[config.mk]
export PLATFORM = sky130hd
export DESIGN_NAME = apple_bus_host
export DESIGN_NICKNAME = d
export VERILOG_FILES = /design/src/rtl/apple_bus_host.sv
export SDC_FILE = /design/constraint.sdc
export NUM_CORES = 1
export LEC_CHECK = 0
export BUFFER_PORTS_ARGS = -buffer_cell sky130_fd_sc_hd__buf_4
export CORE_MARGIN = 4
export CORE_UTILIZATION = 52
export CTS_CLUSTER_SIZE = 24
export DETAILED_ROUTE_END_ITERATION = 6
export PLACE_DENSITY = 0.85
export SLEW_MARGIN = 30
export SYNTH_ARGS = -nofsm -noshare
export SYNTH_HDL_FRONTEND = slang
export SYNTH_SLANG_ARGS = --single-unit
[constraint.sdc]
create_clock -name C7M -period 2.6 [get_ports C7M]
set_clock_uncertainty 0.1 [all_clocks]
set_input_delay 0.52 -clock C7M [delete_from_list [all_inputs] [get_ports C7M]]
set_output_delay 0.52 -clock C7M [all_outputs]
set_load 0.02 [all_outputs]
[src/rtl/apple_bus_host.sv]
// apple_bus_host: Apple II slot-bus initiator clocked from C7M.
// Generates PHI0/PHI1, the address bus, R/W, the slot select strobes and the data
// bus drive for one slot. Transactions are fed through a req/ack port. The bus runs
// free, with idle cycles whenever no request is pending.
//
// Ports:
//   C7M, RES             - 7 MHz bus clock and async active-high reset
//   req, we, addr, wdata - transaction request (sampled at the end of each bus cycle)
//   busy, ack, rdata     - accepted-not-done flag, completion pulse, read data
//   PHI0, PHI1           - bus phases
//   A, nWE               - address bus and R/W (low = write)
//   D_in, D_out, D_oe    - data bus
//   nDEVSEL, nIOSEL, nIOSTRB - active-low slot selects
module apple_bus_host #(
  parameter int unsigned SLOT       = 4,
  parameter int unsigned LONG_EVERY = 65,
  parameter logic [15:0] IDLE_ADDR  = 16'hFFFF
) (
  input  logic        C7M,
  input  logic        RES,
  input  logic        req,
  input  logic        we,
  input  logic [15:0] addr,
  input  logic [7:0]  wdata,
  output logic        busy,
  output logic        ack,
  output logic [7:0]  rdata,
  output logic        PHI0,
  output logic        PHI1,
  output logic [15:0] A,
  output logic        nWE,
  input  logic [7:0]  D_in,
  output logic [7:0]  D_out,
  output logic        D_oe,
  output logic        nDEVSEL,
  output logic        nIOSEL,
  output logic        nIOSTRB
);

  localparam int unsigned CntW = (LONG_EVERY > 1) ? $clog2(LONG_EVERY) : 1;
  localparam logic [CntW-1:0] CntLast = CntW'(LONG_EVERY - 1);
  localparam logic [3:0] SlotNib = 4'(SLOT);
  localparam logic [3:0] DevNib  = 4'(8 + SLOT);

  // Bus state index: 0 = S1 ... 7 = S8 (S8 exists only on long cycles).
  logic [2:0]      s_q, s_d;
  logic [CntW-1:0] cnt_q, cnt_d;
  logic            phi1_q, phi1_d, phi0_q, phi0_d;
  logic [15:0]     a_q, a_d, addr_q, addr_d;
  logic            nwe_q, nwe_d, we_q, we_d;
  logic [7:0]      wdata_q, wdata_d, d_out_q, d_out_d, rdata_q, rdata_d;
  logic            d_oe_q, d_oe_d, busy_q, busy_d, ack_q, ack_d;
  logic            ndevsel_q, ndevsel_d, niosel_q, niosel_d, niostrb_q, niostrb_d;

  logic long_cyc, last, accept;
  logic dev_hit, io_hit, strb_hit;

  always_comb begin
    long_cyc = (cnt_q == CntLast);
    last     = ((s_q == 3'd6) && !long_cyc) || (s_q == 3'd7);
    // busy always clears at the same edge it is checked, so back-to-back acceptance
    // only needs req high when leaving the final state.
    accept   = last && req;
    dev_hit  = (addr_q[15:4] == {8'hC0, DevNib});
    io_hit   = (addr_q[15:8] == {4'hC, SlotNib});
    strb_hit = (addr_q[15:11] == 5'b11001);

    s_d       = last ? 3'd0 : s_q + 3'd1;
    cnt_d     = cnt_q;
    a_d       = a_q;
    nwe_d     = nwe_q;
    addr_d    = addr_q;
    we_d      = we_q;
    wdata_d   = wdata_q;
    d_out_d   = d_out_q;
    d_oe_d    = d_oe_q;
    rdata_d   = rdata_q;
    busy_d    = busy_q;
    ack_d     = 1'b0;
    ndevsel_d = ndevsel_q;
    niosel_d  = niosel_q;
    niostrb_d = niostrb_q;

    if (last) begin
      cnt_d     = long_cyc ? '0 : cnt_q + 1'b1;
      ack_d     = busy_q;
      if (busy_q) rdata_d = we_q ? 8'h00 : D_in;
      busy_d    = accept;
      if (accept) begin
        addr_d  = addr;
        we_d    = we;
        wdata_d = wdata;
      end
      a_d       = accept ? addr : IDLE_ADDR;
      nwe_d     = accept ? ~we : 1'b1;
      ndevsel_d = 1'b1;
      niosel_d  = 1'b1;
      niostrb_d = 1'b1;
      d_oe_d    = 1'b0;
    end else if ((s_q == 3'd2) && busy_q) begin
      // Entering S4.
      ndevsel_d = ~dev_hit;
      niosel_d  = ~io_hit;
      niostrb_d = ~strb_hit;
    end else if ((s_q == 3'd3) && busy_q && we_q) begin
      // Entering S5.
      d_oe_d  = 1'b1;
      d_out_d = wdata_q;
    end

    phi1_d = (s_d < 3'd3);
    phi0_d = ~phi1_d;
  end

  always_ff @(posedge C7M or posedge RES) begin
    if (RES) begin
      s_q       <= 3'd0;
      cnt_q     <= '0;
      phi1_q    <= 1'b1;
      phi0_q    <= 1'b0;
      a_q       <= IDLE_ADDR;
      nwe_q     <= 1'b1;
      addr_q    <= 16'h0000;
      we_q      <= 1'b0;
      wdata_q   <= 8'h00;
      d_out_q   <= 8'h00;
      d_oe_q    <= 1'b0;
      rdata_q   <= 8'h00;
      busy_q    <= 1'b0;
      ack_q     <= 1'b0;
      ndevsel_q <= 1'b1;
      niosel_q  <= 1'b1;
      niostrb_q <= 1'b1;
    end else begin
      s_q       <= s_d;
      cnt_q     <= cnt_d;
      phi1_q    <= phi1_d;
      phi0_q    <= phi0_d;
      a_q       <= a_d;
      nwe_q     <= nwe_d;
      addr_q    <= addr_d;
      we_q      <= we_d;
      wdata_q   <= wdata_d;
      d_out_q   <= d_out_d;
      d_oe_q    <= d_oe_d;
      rdata_q   <= rdata_d;
      busy_q    <= busy_d;
      ack_q     <= ack_d;
      ndevsel_q <= ndevsel_d;
      niosel_q  <= niosel_d;
      niostrb_q <= niostrb_d;
    end
  end

  assign PHI1    = phi1_q;
  assign PHI0    = phi0_q;
  assign A       = a_q;
  assign nWE     = nwe_q;
  assign D_out   = d_out_q;
  assign D_oe    = d_oe_q;
  assign busy    = busy_q;
  assign ack     = ack_q;
  assign rdata   = rdata_q;
  assign nDEVSEL = ndevsel_q;
  assign nIOSEL  = niosel_q;
  assign nIOSTRB = niostrb_q;

endmodule
==> out/results.ini <==
[status]
status = completed

[sta]
maxSlewViolCount = 0
rsz0062_at_grt = false
relSlewSlack = 0.608
period_needed_ns = 2.17
setup_tns_ns = 0
hold_violations = 0
fmax_mhz = 461
post-route-period-util = 0.835
worstMarginPinSlew_ns = 0.587
setup_viol = 0

[cts]
cts_tree = yes
cts_buffers = 9
cts_max_level = 3
postCtsSetupBuffers = 0
cts_repair_resize_count = 0
cts-root-buf = clkbuf_8
insertion_delay_ns = 0.33
cts_sinks = 72
holdBufCountCts = 0
ctsLongestPathBuffers = 2
clkTransAtPathRegs_ns = 0.07

[power]
p_leak_nw = 1.77
p_int_w = 0.00185
p_seq_frac = 0.522
pwr-share-comb = 0.128
p_sw_frac = 0.237
p_clk_frac = 0.350
ir_drop_mv = 0.437
power.switching_w = 0.000574
p_per_area_nw_per_um2 = 635

[route]
num_vias = 1942
routedWlPerCell_um = 15.9
vias_per_cell = 5.25
highest_layer = met4
wl_met1_mm = 2.33
dr_wl_met2_mm = 3.00
routed_wl_mm = 5.88
wl_met3_um = 484
ant_nets = 0
drt_iter0_markers = 74
drcViolationCount = 0
drtPass1Iterations = 4

[setup_path]
crit_path_max_fanout = 11
required_ns = 2.71
critPathKind = reg2reg
crit_slowest_cell = dfrtp_1
end_kind = flop
cp_cell_sequence = ha_1 -> ha_1 -> a21oi_1 -> a41oi_4 -> buf_4 -> nand2_2 -> mux2_2
crit_arrival_ns = 2.28
critPathBufInv = 1
cp_top_family = adder cells
start_kind = flop
cp_common_cell = ha_1
slowest_delay_ns = 0.41

[layout]
fin_nets = 335
final_core_utilization = 0.694
diodes = 0
drive_gt1_frac = 0.527
fillers = 405
syn2layout_area_growth_pct = 29.3

[synth]
ys_warn_count = 0
synth_edf_count = 0
ys_async_sr_fraction = 1.00
ys_ff_latch = 72
synth.distinct_cells = 30
synth.area.top_cells = dfrtp_1, dfstp_2, mux2_2
synth_nets = 250
syn-cell-area_um2 = 2960
syn-instance-count = 208
synth_common_cells = dfrtp_1, mux2_2, dfstp_2, o22a_1
synth_compound_area_frac = 0.0826
yosys.area_share.simple = 0.0838
yosys.area_share.adder = 0.0254
synth_top_area_frac = 0.432
ys.flop_type = dfrtp_1
synth_top_family_by_area = multiplexers
syn_avg_cell_area_um2 = 14.2
seq_area_frac_synth = 0.619
muxShareOfSynthArea = 0.155
synth_xor_area_frac = 0.00593
synth_top_area_cell = dfrtp_1
yosys.cell_count.top_type = dfrtp_1

[global_route]
grt_usage = 0.185
antenna_found_initial = 0
grt_pass1_wl_mm = 10.2
grt_pass1_vias = 2129
grt_max_degree = 39
grt-ovfl-total = 0

[floorplanning]
fp-row-count = 27
io_pins = 77
initial_core_util = 0.537
dieArea_um2 = 6950
die_x_um = 83.4
die_y_um = 83.4
coreArea_um2 = 5510

[run]
cap_violations = 0

[place]
dp_hpwl_mm = 4.41
port-buffer-count = 76
place.gp.congestion = 0.844

[worst_hold_path]
hold_path_class = in2async

==> worst register-to-register path: stages (launching register included) <==
cell and delay (ns):
dfrtp_1 0.41, ha_1 0.23, ha_1 0.22, a21oi_1 0.23, a41oi_4 0.09, buf_4 0.22, nand2_2 0.19, mux2_2 0.37
==> power groups by stage <==
stage | Combinational, W | Sequential [W] | Clock (W)
CTS | 0.000316 | 0.00127 | 0.000873
global route | 0.000336 | 0.00128 | 0.000926
detailed placement | 0.000316 | 0.00129 | 0
floorplan | 0.0000970 | 0.00134 | 0
finish | 0.000309 | 0.00127 | 0.000849
global placement | 0.000305 | 0.00128 | 0
==> state kept, by name, summed over array words and instances (netlist names) <==
name	count
nIOSTRB	1
D_oe	1
busy	1
rdata	8
A	16
wdata_q	8
nDEVSEL	1
we_q	1
PHI1	1
PHI0	1
cnt_q	7
addr_q	12
s_q	3
nWE	1
ack	1
D_out	8
nIOSEL	1
==> per-layer routing <==
layer  vias up  GRT usage
met1       947      0.207
met3         9     0.0843
met5         -          0
met4         0     0.0565
met2        66      0.316
li1        920          -
==> through the flow <==
step                total power [W]  setup slack, ns  hold slack (ns)  cell area [µm²]  instances
floorplan                   0.00144            0.190            0.349             2960        208
global placement            0.00159            0.543            0.360             3630        354
detailed placement          0.00160            0.435            0.371             3630        354
CTS                         0.00246            0.418            0.155             3820        370
global route                0.00254            0.320            0.182             3820        370
finish                      0.00242            0.429            0.158             3820        370
==> area by class of cell <==
cell class | instances | area (µm²) | share of cell area
inverters | 9 | 33.8 | 0.00884
repair buffers | 81 | 633 | 0.166
multi-input cells | 120 | 1040 | 0.273
clock buffers | 13 | 149 | 0.0390
flip-flops and latches | 72 | 1830 | 0.479
well taps | 72 | 90.1 | 0.0236
clock inverters | 3 | 42.5 | 0.0111
==> worst paths after layout <==
kind / start / end / slack, ns / cells past startpoint
max in group asynchronous: RES / nIOSEL / 1.61 / 3
worst min register to register: D_oe / D_oe / 0.38 / 1
worst min-delay path: RES / addr_q[10] / 0.16 / 2
worst max-delay path: s_q[0] / rdata[5] / 0.43 / 7
min in group C7M: req / nWE / 0.25 / 2
worst max register to register: s_q[0] / rdata[5] / 0.43 / 7
==> placed cells by master, fill, tap and decap left out, types with 2 or more instances in the layout <==
| cell | synthesis | routed |
|---|---|---|
| and3_1 | 4 | 4 |
| xnor2_1 | 2 | 2 |
| nand3_1 | 3 | 3 |
| o21ai_0 | 7 | 7 |
| nand2_1 | 3 | 3 |
| buf_4 | 2 | 79 |
| inv_1 | 9 | 8 |
| clkbuf_1 | 2 | 3 |
| dfstp_2 | 21 | 21 |
| and4_1 | 2 | 2 |
| nor2b_1 | 9 | 9 |
| ha_1 | 6 | 6 |
| clkbuf_8 | 0 | 10 |
| nand2_2 | 2 | 2 |
| nand4_1 | 7 | 7 |
| buf_12 | 0 | 2 |
| o22a_1 | 16 | 16 |
| mux2i_1 | 2 | 2 |
| mux2_2 | 36 | 36 |
| dfrtp_1 | 51 | 51 |
| a31oi_1 | 2 | 2 |
| mux2_1 | 3 | 3 |
| nor2_1 | 9 | 9 |
==> kinds of logic (layout without fill, tap and decap cells) <==
group           Yosys count  count (layout)
flops                    72              72
xor+xnor                  2               2
buf+inv                  16             106
mux                      41              41
fa+ha+maj                 6               6
compound gates           29              29
simple gates             42              42
(Power assumes the default switching activity.)
